### src/rtl/parallel_to_serial_tx_if.sv
// Load handshake and serial line bundle for the
// byte-wide serial transmitter.
interface parallel_to_serial_tx_if;
  logic [7:0] dataIn;
  logic       load;
  logic       ready;
  logic       busy;
  logic       serout;
  logic       charSent;

  modport master (
    output dataIn,
    output load,
    input  ready,
    input  busy,
    input  serout,
    input  charSent
  );

  modport slave (
    input  dataIn,
    input  load,
    output ready,
    output busy,
    output serout,
    output charSent
  );
endinterface

### src/rtl/parallel_to_serial_tx.sv
// Byte-wide serial transmitter: start, 8 data MSB-first, stop.
// A one-deep hold register lets frames run back to back.
module parallel_to_serial_tx #(
  parameter int unsigned CLKS_PER_BIT = 16
) (
  input logic clk,
  input logic reset,
  parallel_to_serial_tx_if.slave tx
);

  localparam logic [1:0] IDLE  = 2'd0;
  localparam logic [1:0] START = 2'd1;
  localparam logic [1:0] DATA  = 2'd2;
  localparam logic [1:0] STOP  = 2'd3;

  localparam logic [7:0] LAST =
    8'(CLKS_PER_BIT - 1);

  logic [1:0] state;
  logic [1:0] state_n;
  logic [7:0] tick;
  logic [7:0] tick_n;
  logic [2:0] bit_idx;
  logic [2:0] bit_n;
  logic [7:0] shift;
  logic [7:0] shift_n;
  logic [7:0] hold;
  logic [7:0] hold_n;
  logic       hold_vld;
  logic       hold_vld_n;
  logic       serout_q;
  logic       serout_n;
  logic       ready_q;
  logic       sent_q;
  logic       sent_n;
  logic       accept;
  logic       last;
  logic       leaving;

  assign accept = tx.load && ready_q;
  assign last   = (tick == LAST);

  // Last tick of the stop bit hands over directly to the next frame.
  assign leaving = (state == STOP) && last;

  always_comb begin
    state_n    = state;
    tick_n     = last ? 8'd0 : tick + 8'd1;
    bit_n      = bit_idx;
    shift_n    = shift;
    hold_n     = hold;
    hold_vld_n = hold_vld;
    sent_n     = 1'b0;
    unique case (1'b1)
      (state == IDLE): begin
        tick_n = 8'd0;
        if (accept) begin
          shift_n = tx.dataIn;
          state_n = START;
        end
      end
      (state == START): begin
        if (last) begin
          state_n = DATA;
          bit_n   = 3'd0;
        end
      end
      (state == DATA): begin
        if (last) begin
          shift_n = {shift[6:0], 1'b0};
          bit_n   = bit_idx + 3'd1;
          if (bit_idx == 3'd7)
            state_n = STOP;
        end
      end
      (state == STOP): begin
        if (last) begin
          sent_n = 1'b1;
          if (hold_vld) begin
            shift_n    = hold;
            hold_vld_n = 1'b0;
            state_n    = START;
          end else if (accept) begin
            shift_n = tx.dataIn;
            state_n = START;
          end else begin
            state_n = IDLE;
          end
        end
      end
      default: state_n = IDLE;
    endcase

    if (accept && state != IDLE && !leaving) begin
      hold_n     = tx.dataIn;
      hold_vld_n = 1'b1;
    end

    unique case (1'b1)
      (state_n == START): serout_n = 1'b0;
      (state_n == DATA):  serout_n = shift_n[7];
      default:            serout_n = 1'b1;
    endcase
  end

  always_ff @(posedge clk) begin
    if (reset) begin
      state    <= IDLE;
      tick     <= 8'd0;
      bit_idx  <= 3'd0;
      shift    <= 8'd0;
      hold     <= 8'd0;
      hold_vld <= 1'b0;
      serout_q <= 1'b1;
      ready_q  <= 1'b1;
      sent_q   <= 1'b0;
    end else begin
      state    <= state_n;
      tick     <= tick_n;
      bit_idx  <= bit_n;
      shift    <= shift_n;
      hold     <= hold_n;
      hold_vld <= hold_vld_n;
      serout_q <= serout_n;
      ready_q  <= !hold_vld_n;
      sent_q   <= sent_n;
    end
  end

  assign tx.serout   = serout_q;
  assign tx.ready    = ready_q;
  assign tx.busy     = (state != IDLE);
  assign tx.charSent = sent_q;

endmodule
### src/flat_wrapper.sv
// flat-port wrapper written by rule: the top's interface ports become plain ports
module parallel_to_serial_tx_flat 
#(
  parameter int unsigned CLKS_PER_BIT = 16
)
  (clk, reset, tx_dataIn, tx_load, tx_ready, tx_busy, tx_serout, tx_charSent);
  parallel_to_serial_tx_if tx_i ();
  input logic clk;
  input logic reset;
  input wire logic [$bits(tx_i.dataIn)-1:0] tx_dataIn;
  input wire logic [$bits(tx_i.load)-1:0] tx_load;
  output wire logic [$bits(tx_i.ready)-1:0] tx_ready;
  output wire logic [$bits(tx_i.busy)-1:0] tx_busy;
  output wire logic [$bits(tx_i.serout)-1:0] tx_serout;
  output wire logic [$bits(tx_i.charSent)-1:0] tx_charSent;
  assign tx_i.dataIn = tx_dataIn;
  assign tx_i.load = tx_load;
  assign tx_ready = tx_i.ready;
  assign tx_busy = tx_i.busy;
  assign tx_serout = tx_i.serout;
  assign tx_charSent = tx_i.charSent;
  parallel_to_serial_tx #(.CLKS_PER_BIT(CLKS_PER_BIT)) u_core (.clk(clk), .reset(reset), .tx(tx_i));
endmodule
### config.mk
export PLATFORM = sky130hd
export DESIGN_NAME = parallel_to_serial_tx_flat
export DESIGN_NICKNAME = d
export VERILOG_FILES = /design/src/rtl/parallel_to_serial_tx_if.sv /design/src/rtl/parallel_to_serial_tx.sv /design/src/flat_wrapper.sv
export SDC_FILE = /design/constraint.sdc
export NUM_CORES = 1
export LEC_CHECK = 0
export CAP_MARGIN = 20
export CORE_UTILIZATION = 49
export CTS_BUF_LIST = sky130_fd_sc_hd__clkbuf_16
export DETAILED_ROUTE_END_ITERATION = 10
export PLACE_DENSITY = 0.7
export SETUP_SLACK_MARGIN = 0.3
export SLEW_MARGIN = 20
export SYNTH_ARGS = -nofsm -noshare
export SYNTH_HDL_FRONTEND = slang
export SYNTH_SLANG_ARGS = --single-unit
### constraint.sdc
create_clock -name clk -period 4.8 [get_ports clk]
set_input_delay 1.44 -clock clk [delete_from_list [all_inputs] [get_ports clk]]
set_output_delay 1.44 -clock clk [all_outputs]
set_load 0.1 [all_outputs]
==> flow_summary.yaml <==
power:
  p_per_area_nw_per_um2: 347
  ir_drop_mv: 0.184
  total_power_mw: 0.681
  leakage_nw: 0.711
timing:
  setup_viol_count_final: 0
  max_freq_mhz: 293
  finalMaxSlewViolations: 0
  rsz0062_at_grt: "false"
  fin_skew_ns: 0.00581
  hold_viol: 0
  holdWs_ns: 0.442
  tns_ns: 0
  period_needed_ns: 3.42
  worstMarginPinSlew_ns: 0.967
  post-route-period-util_pct: 71.2
  slew_headroom_pct: 35.3
grt:
  grt_use_total_pct: 22.9
  grt_first_pass_wirelength_um: 6150
  grt_overflow_total: 0
  grt_pass1_vias: 1353
  grt_antenna_before_repair: 0
  grt_max_degree: 26
critical_path:
  path_cells: "nor2_1 -> inv_1 -> buf_4"
  critPathCaptureType: "output port"
  arrival_ns: 1.98
  rr_endpoint: "u_core.hold[0]"
  cp_top_family: "flip-flops"
  cp.depth: 3
  critPathSlowestCell: "dfxtp_1"
  crit_path_max_fanout: 22
  critPathBufInv: 2
  crit_path_start_kind: "flop"
  r2r-start: "u_core.state[1]"
  r2r_cells: 4
  slowest_delay_ns: 0.77
  reg2reg_slack_ns: 2.70
  crit_type: "flop to output port"
  crit_required_ns: 3.36
synthesis:
  syn_nets: 210
  synth_common_cells: "dfxtp_1, nand2_1, nor2_1, o21ai_0, mux2i_1"
  async_reset_ff_share_pct: 0
  synth-compound-area-share_pct: 17.0
  synth_edf_count: 0
  syn_area_um2: 1690
  yosysTopAreaCell: "dfxtp_1"
  synth_top_area_share_pct: 39.1
  ys_warn_count: 0
  synth_mux_area_share_pct: 9.93
  yosysMostFrequentCell: "dfxtp_1"
  yosysSeqAreaShare_pct: 39.1
  synth_adder_area_share_pct: 2.22
  synth_cells: 196
  synth_top_flop_cell: "dfxtp_1"
  ys_types: 39
  synth_top_family_by_area: "simple AND/OR/NAND/NOR gates"
  synth.area.top_cells: "dfxtp_1, mux2i_1, nand2_1"
  ys_ff_latch: 33
  yosys.area_share.simple_pct: 22.8
  synth_xor_area_share_pct: 3.63
  avgSynthCellArea_um2: 8.62
detailed_routing:
  avgViaCountPerCell: 5.66
  drt_iter0_markers: 85
  routed_wl_um: 3670
  antenna_left: 0
  drc: 0
  wire_per_inst_um: 14.6
  num_vias: 1427
  first_pass_iters: 4
finish:
  syn2layout_area_growth_pct: 16.2
  n_antenna_cell: 0
  drive_gt1_share_pct: 9.13
  nFillCells: 283
  stdcell_area_um2: 1960
  fin_util_pct: 62.3
  nets: 221
clock_tree:
  post_cts_buffers: 0
  cts_buffer_depth: 2
  post_cts_resized: 0
  cts_buffers: 5
  postCtsHoldBufs: 0
  ctsHtreeMaxLevel: 2
  cts-root-buf: "clkbuf_16"
  clock_latency_ns: 0.28
  cts.sinks: 33
  cts_tree: "done"
  clkTransAtPathRegs_ns: 0.05
status:
  status: "completed"
hold_path:
  holdCritStartpoint: "u_core.tick[0]"
  hold_end: "u_core.tick[0]"
  holdPathStages: 1
  hp-class: "flop to flop"
die:
  io_pins: 15
  die_x_um: 60.7
  die_y_um: 60.7
  core_um2: 3150
  rows: 20
  initial_utilization_pct: 53.6
  die_area_um2: 3690
job:
  cap_violations: 0
placement:
  place_hpwl_um: 2400
  placed_cell_area_um2: 1830
  port_buffers: 14
  gp_congestion: 0.777
[metrics by stage]
step,instances,setup WS [ns]
final,252,1.38
after global routing,252,1.29
after CTS,252,1.43
after detailed placement,244,1.42
after global placement,244,1.50
after floorplan,196,2.01
[sequential cells by signal, indices dropped and copies added (netlist names)]
signal              flops
u_core.tx.serout        1
u_core.bit_idx          3
u_core.tick             8
u_core.tx.charSent      1
u_core.state            2
u_core.hold             8
u_core.tx.ready         1
u_core.shift            8
u_core.hold_vld         1
[report_power, final]
part / internal, mW / switching, mW
sequential: 0.287 / 0.0137
clock: 0.187 / 0.107
combinational: 0.0350 / 0.0507
total: 0.509 / 0.172
[placed cells by master (no fill, tap or decap), drive strengths merged, types with 2 or more instances in the layout]
cell type      synthesis  layout
dfxtp                 33      33
nor2                  24      24
nand2                 24      24
o21ai                 16      16
clkdlybuf4s50          0      13
mux2i                 10      10
inv                    9       9
a21oi                  7       7
mux2                   6       6
a221oi                 6       6
a21boi                 5       5
clkbuf                 5       5
nor3                   5       5
nand3                  4       4
xnor2                  4       4
and3                   3       3
a211oi                 3       3
nor2b                  3       3
and2                   3       3
xor2                   3       3
ha                     3       3
clkinv                 0       3
nor3b                  2       2
a31oi                  2       2
or3                    2       2
[how the worst max path moves through the flow]
stage	from	to	slack [ns]
after floorplan	u_core.state[0]	tx_busy	2.01
after global placement	tx_load	u_core.hold[7]	1.50
after detailed placement	tx_load	u_core.hold[0]	1.42
after CTS	u_core.state[1]	tx_busy	1.43
after global routing	u_core.state[1]	tx_busy	1.29
final	u_core.state[1]	tx_busy	1.38
[metal layers]
metal / track usage [%] / vias to the layer above / routed length [um]
met5: 0 / - / 0
met2: 36.9 / 46 / 1730
met3: 5.12 / 10 / 181
met1: 29.4 / 667 / 1690
li1: - / 704 / -
met4: 10.1 / 0 / 72
[logic make-up (layout without fill, tap and decap cells)]
logic type / count (synthesis) / after routing
flip-flops: 33 / 33
XOR/XNOR: 7 / 7
multiplexers: 16 / 16
adder cells (fa/ha/maj): 3 / 3
AND/OR/NAND/NOR: 75 / 75
buffers and inverters: 19 / 31
AO/OA/AOI/OAI: 43 / 43
[layout make-up]
cell class | count | area (um^2) | share of cell area [%]
inverters | 9 | 33.8 | 1.72
clock buffers | 5 | 125 | 6.37
flip-flops and latches | 33 | 661 | 33.7
multi-input cells | 144 | 938 | 47.8
well taps | 44 | 55.1 | 2.80
repair buffers | 14 | 138 | 7.01
clock inverters | 3 | 12.5 | 0.637
(Power assumes the default switching activity.)
